File: src/rtl/qlearn_pkg.sv
// Shared definitions for the Q-learning episode controller.
//   ctrl_state_e  controller FSM states
//   NumActions    actions per Q row (4)
//   QW            signed Q value / reward width (16)
//   StateW        environment state width (6)
//   ActW          action code width (4)
//   ActionOffset  action code = selected index + ActionOffset
//   LfsrTaps      feedback mask for the right-shifting LFSR (x^16+x^14+x^13+x^11+1)
//   lfsr_step     one LFSR advance
package qlearn_pkg;

  typedef enum logic [2:0] {
    StIdle,
    StReadQ,
    StSelect,
    StEnvReq,
    StUpdate,
    StDone
  } ctrl_state_e;

  localparam int unsigned NumActions   = 4;
  localparam int unsigned QW           = 16;
  localparam int unsigned StateW       = 6;
  localparam int unsigned ActW         = 4;
  localparam logic [3:0]  ActionOffset = 4'd1;

  // Right-shift form: bit 0 is the oldest stage, so taps 16/14/13/11 land on bits 0/2/3/5.
  localparam logic [15:0] LfsrTaps = 16'h002D;

  function automatic logic [15:0] lfsr_step(input logic [15:0] cur);
    logic fb;
    fb = ^(cur & LfsrTaps);
    return {fb, cur[15:1]};
  endfunction

endpackage

File: src/rtl/qlearn_action_select.sv
// Epsilon-greedy action picker (purely combinational).
//   lfsr     in  10  low LFSR bits: [7:0] explore draw, [9:8] random action index
//   epsilon  in  8   explore when lfsr[7:0] < epsilon
//   q_row    in  64  four signed Q values, action index 0 in [15:0]
//   idx      out 2   chosen action index (0..3)
module qlearn_action_select
  import qlearn_pkg::*;
(
  input  logic [9:0]               lfsr,
  input  logic [7:0]               epsilon,
  input  logic [NumActions*QW-1:0] q_row,
  output logic [1:0]               idx
);

  logic signed [QW-1:0] best_q;
  logic [1:0]           best_idx;
  logic                 explore;

  always_comb begin
    best_q   = $signed(q_row[QW-1:0]);
    best_idx = 2'd0;
    // Strictly greater keeps the lowest index on ties.
    for (int i = 1; i < NumActions; i++) begin
      if ($signed(q_row[i*QW +: QW]) > best_q) begin
        best_q   = $signed(q_row[i*QW +: QW]);
        best_idx = 2'(i);
      end
    end
  end

  assign explore = (lfsr[7:0] < epsilon);
  assign idx     = explore ? lfsr[9:8] : best_idx;

endmodule

File: src/rtl/qlearn_episode_ctrl.sv
// Episode sequencer for the Q-learning accelerator: reads the Q row of the current
// state, picks an action epsilon-greedily, trades it with the environment over a
// req/ack handshake and then drives the accelerator update for UPD_LAT cycles.
//   clk, rst_n            clock, async active-low reset
//   start                 run request (accepted in IDLE or DONE)
//   start_state           initial state of every episode
//   terminal_state        state that ends an episode
//   max_steps             per-episode step limit, 0 = unlimited
//   num_episodes          episodes per run, 0 = finish immediately
//   epsilon               explore threshold
//   acc_*                 accelerator operands / enable, acc_q_row read data
//   env_req/env_action    request to the environment
//   env_ack/env_next_state/env_reward  environment response
//   busy, done            status
//   episode_cnt, step_cnt progress counters
module qlearn_episode_ctrl
  import qlearn_pkg::*;
#(
  parameter int unsigned RD_LAT    = 2,
  parameter int unsigned UPD_LAT   = 3,
  parameter logic [15:0] LFSR_SEED = 16'hACE1
) (
  input  logic                     clk,
  input  logic                     rst_n,
  input  logic                     start,
  input  logic [StateW-1:0]        start_state,
  input  logic [StateW-1:0]        terminal_state,
  input  logic [7:0]               max_steps,
  input  logic [7:0]               num_episodes,
  input  logic [7:0]               epsilon,
  output logic                     acc_en,
  output logic [StateW-1:0]        acc_current_state,
  output logic [StateW-1:0]        acc_next_state,
  output logic [ActW-1:0]          acc_current_action,
  output logic signed [QW-1:0]     acc_reward,
  input  logic [NumActions*QW-1:0] acc_q_row,
  output logic                     env_req,
  output logic [ActW-1:0]          env_action,
  input  logic                     env_ack,
  input  logic [StateW-1:0]        env_next_state,
  input  logic signed [QW-1:0]     env_reward,
  output logic                     busy,
  output logic                     done,
  output logic [7:0]               episode_cnt,
  output logic [7:0]               step_cnt
);

  localparam logic [3:0] RdLast  = 4'(RD_LAT - 1);
  localparam logic [3:0] UpdLast = 4'(UPD_LAT - 1);

  ctrl_state_e state_q, state_d;
  logic [3:0]               lat_q, lat_d;
  logic [StateW-1:0]        s_q, s_d;
  logic [StateW-1:0]        sn_q, sn_d;
  logic signed [QW-1:0]     r_q, r_d;
  logic [ActW-1:0]          code_q, code_d;
  logic [NumActions*QW-1:0] qrow_q, qrow_d;
  logic [15:0]              lfsr_q, lfsr_d;
  logic [StateW-1:0]        start_state_q, start_state_d;
  logic [StateW-1:0]        terminal_q, terminal_d;
  logic [7:0]               max_steps_q, max_steps_d;
  logic [7:0]               num_ep_q, num_ep_d;
  logic [7:0]               eps_q, eps_d;
  logic [7:0]               ep_q, ep_d;
  logic [7:0]               step_q, step_d;

  logic [1:0] sel_idx;
  logic [7:0] step_inc;
  logic [7:0] ep_inc;
  logic       episode_end;

  qlearn_action_select u_action_select (
    .lfsr    (lfsr_q[9:0]),
    .epsilon (eps_q),
    .q_row   (qrow_q),
    .idx     (sel_idx)
  );

  assign step_inc    = step_q + 8'd1;
  assign ep_inc      = ep_q + 8'd1;
  assign episode_end = (sn_q == terminal_q) || ((max_steps_q != 8'd0) && (step_inc == max_steps_q));

  always_ff @(posedge clk or negedge rst_n) begin
    if (!rst_n) begin
      state_q       <= StIdle;
      lat_q         <= '0;
      s_q           <= '0;
      sn_q          <= '0;
      r_q           <= '0;
      code_q        <= '0;
      qrow_q        <= '0;
      lfsr_q        <= LFSR_SEED;
      start_state_q <= '0;
      terminal_q    <= '0;
      max_steps_q   <= '0;
      num_ep_q      <= '0;
      eps_q         <= '0;
      ep_q          <= '0;
      step_q        <= '0;
    end else begin
      state_q       <= state_d;
      lat_q         <= lat_d;
      s_q           <= s_d;
      sn_q          <= sn_d;
      r_q           <= r_d;
      code_q        <= code_d;
      qrow_q        <= qrow_d;
      lfsr_q        <= lfsr_d;
      start_state_q <= start_state_d;
      terminal_q    <= terminal_d;
      max_steps_q   <= max_steps_d;
      num_ep_q      <= num_ep_d;
      eps_q         <= eps_d;
      ep_q          <= ep_d;
      step_q        <= step_d;
    end
  end

  always_comb begin
    state_d       = state_q;
    lat_d         = lat_q;
    s_d           = s_q;
    sn_d          = sn_q;
    r_d           = r_q;
    code_d        = code_q;
    qrow_d        = qrow_q;
    lfsr_d        = lfsr_q;
    start_state_d = start_state_q;
    terminal_d    = terminal_q;
    max_steps_d   = max_steps_q;
    num_ep_d      = num_ep_q;
    eps_d         = eps_q;
    ep_d          = ep_q;
    step_d        = step_q;

    unique case (state_q)
      StIdle, StDone: begin
        if (start) begin
          start_state_d = start_state;
          terminal_d    = terminal_state;
          max_steps_d   = max_steps;
          num_ep_d      = num_episodes;
          eps_d         = epsilon;
          s_d           = start_state;
          ep_d          = 8'd0;
          step_d        = 8'd0;
          lat_d         = 4'd0;
          state_d       = (num_episodes == 8'd0) ? StDone : StReadQ;
        end
      end
      StReadQ: begin
        if (lat_q == RdLast) begin
          qrow_d  = acc_q_row;
          lat_d   = 4'd0;
          state_d = StSelect;
        end else begin
          lat_d = lat_q + 4'd1;
        end
      end
      StSelect: begin
        code_d  = {2'b00, sel_idx} + ActionOffset;
        lfsr_d  = lfsr_step(lfsr_q);
        state_d = StEnvReq;
      end
      StEnvReq: begin
        if (env_ack) begin
          sn_d    = env_next_state;
          r_d     = env_reward;
          lat_d   = 4'd0;
          state_d = StUpdate;
        end
      end
      StUpdate: begin
        if (lat_q == UpdLast) begin
          lat_d = 4'd0;
          if (episode_end) begin
            ep_d    = ep_inc;
            step_d  = 8'd0;
            s_d     = start_state_q;
            state_d = (ep_inc == num_ep_q) ? StDone : StReadQ;
          end else begin
            step_d  = step_inc;
            s_d     = sn_q;
            state_d = StReadQ;
          end
        end else begin
          lat_d = lat_q + 4'd1;
        end
      end
      default: state_d = StIdle;
    endcase
  end

  // Outputs decode from registered state only, so reset clears them asynchronously.
  always_comb begin
    acc_en             = 1'b0;
    acc_current_state  = '0;
    acc_next_state     = '0;
    acc_current_action = '0;
    acc_reward         = '0;
    env_req            = 1'b0;
    env_action         = '0;
    unique case (state_q)
      StReadQ: begin
        acc_en         = 1'b1;
        acc_next_state = s_q;
      end
      StEnvReq: begin
        env_req    = 1'b1;
        env_action = code_q;
      end
      StUpdate: begin
        acc_en             = 1'b1;
        acc_current_state  = s_q;
        acc_next_state     = sn_q;
        acc_current_action = code_q;
        acc_reward         = r_q;
      end
      default: ;
    endcase
  end

  assign busy        = (state_q != StIdle) && (state_q != StDone);
  assign done        = (state_q == StDone);
  assign episode_cnt = ep_q;
  assign step_cnt    = step_q;

endmodule

File: config.mk
export PLATFORM = sky130hd
export DESIGN_NAME = qlearn_episode_ctrl
export DESIGN_NICKNAME = d
export VERILOG_FILES = /design/src/rtl/qlearn_pkg.sv /design/src/rtl/qlearn_action_select.sv /design/src/rtl/qlearn_episode_ctrl.sv
export SDC_FILE = /design/constraint.sdc
export NUM_CORES = 1
export LEC_CHECK = 0
export CELL_PAD_IN_SITES_DETAIL_PLACEMENT = 1
export CELL_PAD_IN_SITES_GLOBAL_PLACEMENT = 2
export CORE_MARGIN = 1.5
export CORE_UTILIZATION = 33
export DETAILED_ROUTE_END_ITERATION = 16
export GPL_ROUTABILITY_DRIVEN = 0
export PLACE_DENSITY = 0.79
export SLEW_MARGIN = 25
export SYNTH_ARGS = -nofsm -noshare
export SYNTH_HDL_FRONTEND = slang
export SYNTH_SLANG_ARGS = --single-unit
File: constraint.sdc
create_clock -name clk -period 8.3 [get_ports clk]
set_clock_uncertainty 0.05 [all_clocks]
set_input_delay 2.49 -clock clk [delete_from_list [all_inputs] [get_ports clk]]
set_output_delay 2.49 -clock clk [all_outputs]
set_load 0.1 [all_outputs]
# Word level (Yosys, flattened, before mapping)
# Index checks and enable logic that the tools add are counted.
[classes]
addsub = 4
multipliers = 0
div_mod_pow = 0
n_lt_le_gt_ge = 4
n_eq_ne = 16
shift = 0
n_mux = 37
bitwise_logic = 0
n_reduce_logical = 19
[ops]
columns = ["operator", "count"]
rows = [
  ["> comparator 16 bit", 3],
  ["two-way mux 16 bit", 3],
  ["two-way mux 8 bit", 5],
  ["one-hot mux 8 bit (2 select lines)", 2],
  ["two-way mux 4 bit", 6],
  ["two-way mux 6 bit", 4],
  ["one-hot mux 6 bit (2 select lines)", 2],
  ["two-way mux 3 bit", 7],
  ["adder 8 x 1 -> 8 bit (second input constant)", 2],
  ["equality test 8 bit", 2],
  ["one-hot mux 4 bit (4 select lines)", 1],
  ["parity 16 bit", 1],
  ["one-hot mux 3 bit (5 select lines)", 1],
  ["inequality test 2 bit (second input constant)", 5],
  ["zero test 8 bit", 1],
  ["less-than comparator 8 bit", 1],
  ["AND reduction 4 bit", 2],
  ["nonzero test 8 bit", 1],
  ["equality test 3 x 2 -> 1 bit (second input constant)", 2],
  ["equality test 3 bit (second input constant)", 2],
  ["equality test 6 bit", 1],
  ["two-way mux 2 bit", 3],
  ["AND reduction 2 bit", 3],
  ["AND reduction 3 bit", 2],
  ["14 further kinds", 18],
]
[totals]
register_bits = 171
latchBits = 0
mem_bits_rw = 0
mem_bits_ro = 0
input_bits = 126
mem_count = 0

# Longest topological paths before layout
[depth]
ltp_word = 8
mapped_depth = 26
ltp_nobuf = 23

# Cells and area by module
# A second synthesis with hierarchy kept.
[unflattened]
hier_cells = 898
hier_area_um2 = 10000.8
[by_module_without_submodules]
columns = ["module", "instances", "cells_per_inst", "area_each_um2"]
rows = [
  ["qlearn_episode_ctrl", 1, 611, 7780.0],
  ["qlearn_action_select", 1, 287, 2220.9],
]

# Worst setup path before layout
# OpenSTA, ideal clock, no wires.
[synth_path]
path_type = "register -> register"
start = "register qrow_q[29]"
end = "register code_q[1]"
arrival_time_ns = 5.853
slack_ns = 2.273
stages_incl_launch_ff = 25
path_buffers = 3
synth_period_minus_slack_ns = 6.027
cell_sequence = "dfrtp_1 -> ha_1 -> nand4_1 -> nor4_1 -> o21ai_0 -> a21boi_0 -> buf_2 -> buf_2 -> mux2i_1 -> ha_1 -> a21oi_1 -> o21ai_0 -> a221o_1 -> o31ai_1 -> clkbuf_1 -> o21ai_0 -> ha_1 -> nand4_1 -> or4_1 -> a21oi_1 -> or4b_2 -> o221ai_1 -> a31oi_1 -> ha_1 -> mux2_2"
[synth_via]
elab_chain_len = 8
word_cells_on_any_way = 10
[synth_lines]
columns = ["item", "line", "text"]
rows = [
  ["start: declaration", "qlearn_episode_ctrl.sv:57", "logic [NumActions*QW-1:0] qrow_q, qrow_d;"],
  ["start signal: assignment", "qlearn_episode_ctrl.sv:107", "qrow_q <= qrow_d;"],
  ["> comparator 16 bit", "qlearn_action_select.sv:24", "if ($signed(q_row[i*QW +: QW]) > best_q) begin"],
  ["two-way mux 16 bit", "qlearn_action_select.sv:24", ""],
  ["> comparator 16 bit", "qlearn_action_select.sv:24", ""],
  ["two-way mux 16 bit", "qlearn_action_select.sv:24", ""],
  ["> comparator 16 bit", "qlearn_action_select.sv:24", ""],
  ["two-way mux 2 bit *", "qlearn_action_select.sv:24", ""],
  ["two-way mux 2 bit *", "qlearn_action_select.sv:32", "assign idx = explore ? lfsr[9:8] : best_idx;"],
  ["adder 2 x 1 -> 3 bit *", "qlearn_episode_ctrl.sv:161", "code_d = {2'b00, sel_idx} + ActionOffset;"],
  ["end signal: assignment", "qlearn_episode_ctrl.sv:106", "code_q <= code_d;"],
  ["end: declaration", "qlearn_episode_ctrl.sv:56", "logic [ActW-1:0] code_q, code_d;"],
]
# Mark *: on every way between the ends. The rest lies on a longest branch, timed or not.
# A chain may end at the register's enable or synchronous reset.

# Worst setup path in the final report
[layout_path]
start = "register qrow_q[15]"
end = "register code_q[1]"
# Same word-level chain as after synthesis.

==> results.cfg <==
[outcome]
status = complete, no violations

[power]
p_per_area_nw_per_um2 = 434
power_leakage_nw = 5.31
ir_drop_mv = 0.253
finalPower_mw = 5.28

[synthesis]
synthFlopType = dfrtp_1
yosysSeqAreaShare_pct = 45.5
synth_async_sr_flop_share_pct = 100
yosysWarnings = 0
synth.cell_area_um2 = 9360
ys_ff_latch = 170
synth_edf_count = 0
syn_area_per_cell_um2 = 10.4
synth.distinct_cells = 65
syn_inst = 897

[floorplanning]
start_util_pct = 33.6
row_count = 61
fp.dieW_um = 171
ios = 182
die_height_um = 171
dieArea_um2 = 29400
core_area_um2 = 27900

[placed_design]
dpl.hpwl_mm = 19.0
dpl_worst_slack_ns = 1.27
io_buffer_count = 179

[cts]
clock_sinks = 170
cts_buffers = 17
cts_setup_buffers = 0
clockBufferDepth = 2
h-tree-depth = 4
path_clk_slew_ns = 0.07
cts_root_buf = clkbuf_16
clock_latency_ns = 0.44
ctsResizeCount = 0
cts_tree = yes
hold_buffers = 0

[worst_setup_path]
crit_arrival_ns = 7.30
crit_top_cell = ha_1
crit_path_cell_trace = inv_1 -> ha_1 -> nand4_1 -> nor4_1 -> o21ai_0 -> a21boi_2 -> buf_4 -> mux2i_1 -> ha_1 -> a21oi_1 -> o21ai_0 -> a221o_1 -> o31ai_4 -> buf_4 -> o21ai_0 -> ha_1 -> nand4_1 -> or4_1 -> a21oi_1 -> or4b_2 -> o221ai_1 -> a31oi_1 -> ha_1 -> mux2_2
worst_setup_path_end_kind = register
worstSetupStartpointType = register
cp_slowest_cell = or4_1
critPathMaxStageDelay_ns = 0.61
r2r_start = qrow_q[15]$_DFFE_PN0P_
path_class = reg -> reg
required_ns = 8.56
cp_max_fo = 17
startpoint = qrow_q[15]$_DFFE_PN0P_

[global_route]
grt_pass1_vias = 7550
grt_pass1_wl_mm = 41.0
grt.total_usage_pct = 18.1
globalRouteOverflowTotal = 0
grt_antenna_before_repair = 1
grt_max_degree = 94

[min_path]
hp-start = start_state_q[2]$_DFFE_PN0P_
hold_class = reg -> reg

[finish]
layout-drive-gt1-share_pct = 16.6
regArea_um2 = 4260
fin_util_pct = 43.7
fillers = 3088
num-nets-final = 1246
area_growth_pct = 30.0
multiInputGateArea_um2 = 4800

[sta]
finalCritPeriodShare_pct = 84.7
relSlewSlack_pct = 31.2
maxSlewViolCount = 0
tns_ns = 0
rsz0062_at_grt = no
whs_ns = 0.434
period_minus_slack_ns = 7.03
hold_viol = 0
fmax_ghz = 0.142
layout_setup_ws_ns = 1.27
worst_slew_pin_slew_ns = 1.03
final-setup-viol-count = 0

[routing]
drc = 0
first_pass_iters = 4
wire_per_inst_um = 17.6
vias = 7224
routed_wl_mm = 25.6
viasPerCell = 4.98
drt-initial-drc-count = 299
ant_nets = 0

[job]
cap_violations = 0
==> routing by layer <==
| layer | vias to the layer above | wire [um] | track usage [%] |
|---|---|---|---|
| met5 | - | 0 | 0 |
| met4 | 0 | 294 | 4.42 |
| met3 | 20 | 1070 | 3.80 |
| met2 | 146 | 12400 | 29.7 |
| met1 | 3571 | 11800 | 24.2 |
| li1 | 3487 | - | - |
==> placed cells by master (no fill, tap or decap), types with 7 or more instances in the layout <==
cell | netlist | routed
nor2b_1 | 7 | 7
inv_1 | 35 | 35
clkdlybuf4s50_1 | 0 | 178
nand2b_1 | 7 | 7
nand3_1 | 12 | 12
xnor2_1 | 17 | 17
and2_1 | 29 | 29
mux2_2 | 107 | 107
ha_1 | 61 | 61
dfrtp_1 | 162 | 162
dfstp_2 | 8 | 8
nand4_1 | 10 | 10
a22oi_1 | 11 | 11
nor2_1 | 25 | 24
a21oi_1 | 30 | 30
o21ai_0 | 49 | 49
nor3_1 | 8 | 7
xor2_1 | 12 | 12
o31ai_1 | 11 | 10
clkbuf_16 | 0 | 17
inv_6 | 0 | 7
mux2i_1 | 24 | 24
a21o_1 | 7 | 7
nand2_1 | 142 | 141
==> path summary, 6_finish.rpt <==
check	cells past startpoint	slack, ns	to
worst min-delay path	2	0.43	start_state_q[2]$_DFFE_PN0P_
worst min register to register	2	0.43	start_state_q[2]$_DFFE_PN0P_
worst max register to register	24	1.27	code_q[1]$_DFFE_PN0P_
max in group asynchronous	2	4.83	lat_q[3]$_DFFE_PN0P_
worst max-delay path	24	1.27	code_q[1]$_DFFE_PN0P_
min in group asynchronous	1	2.10	eps_q[5]$_DFFE_PN0P_
==> per-stage QoR <==
| step | std cells | cell area [um2] |
|---|---|---|
| after floorplan | 898 | 9370 |
| after global placement | 1417 | 11500 |
| after detailed placement | 1418 | 11500 |
| after CTS | 1450 | 12200 |
| after global routing | 1450 | 12200 |
| final | 1451 | 12200 |
==> sequential cells by signal (all words and copies together), names as in the netlist, 4 cells and up <==
name / flops
lfsr_q: 16
episode_cnt: 8
s_q: 6
r_q: 16
lat_q: 4
terminal_q: 6
step_cnt: 8
eps_q: 8
max_steps_q: 8
qrow_q: 64
num_ep_q: 8
sn_q: 6
start_state_q: 6
==> kinds of logic (layout without fill, tap and decap cells) <==
| kind of cell | after synthesis | in the layout | synth area share, % |
|---|---|---|---|
| fa+ha+maj | 61 | 61 | 8.15 |
| compound gates | 157 | 157 | 10.9 |
| other cells | 1 | 3 | 0.0401 |
| xor+xnor | 29 | 29 | 2.71 |
| flops | 170 | 170 | 45.5 |
| mux | 131 | 131 | 15.4 |
| simple gates | 268 | 268 | 13.6 |
| buf+inv | 80 | 254 | 3.57 |
==> worst max-delay path, delay by kind of cell (launching register included) <==
family	cells	cell delay [ns]
AND/OR/NAND/NOR	5	1.48
AO/OA/AOI/OAI	10	2.50
adder cells (fa/ha/maj)	4	1.24
flip-flops	1	0.37
buffers and inverters	3	0.69
multiplexers	2	0.58
==> cell type report <==
type / count / area share [%]
timing repair buffer: 187 / 15.4
tap: 378 / 3.89
clock inverter: 15 / 1.60
multi-input combinational: 648 / 39.5
antenna: 1 / 0.0206
sequential: 170 / 35.0
clock buffer: 17 / 3.49
inverter: 35 / 1.08
==> power breakdown <==
group          internal [mW]  switching [mW]  leakage [nW]
clock                  0.462           0.386         0.302
sequential              1.20           0.308          2.06
combinational           1.26            1.67          2.95
==> cell usage after synthesis (10+ instances only) <==
| cell type | count | area [um2] |
|---|---|---|
| mux2_2 | 107 | 1200 |
| mux2i_1 | 24 | 240 |
| xor2_1 | 12 | 105 |
| nand2_1 | 142 | 533 |
| inv_1 | 35 | 131 |
| dfrtp_1 | 162 | 4050 |
| clkbuf_1 | 32 | 120 |
| a22oi_1 | 11 | 82.6 |
| ha_1 | 61 | 763 |
| and2_1 | 29 | 181 |
| a21oi_1 | 30 | 150 |
| o31ai_1 | 11 | 82.6 |
| o21ai_0 | 49 | 245 |
| nand3_1 | 12 | 60.1 |
| nor2_1 | 25 | 93.8 |
| nand4_1 | 10 | 62.6 |
| xnor2_1 | 17 | 149 |
(Power assumes the default switching activity.)
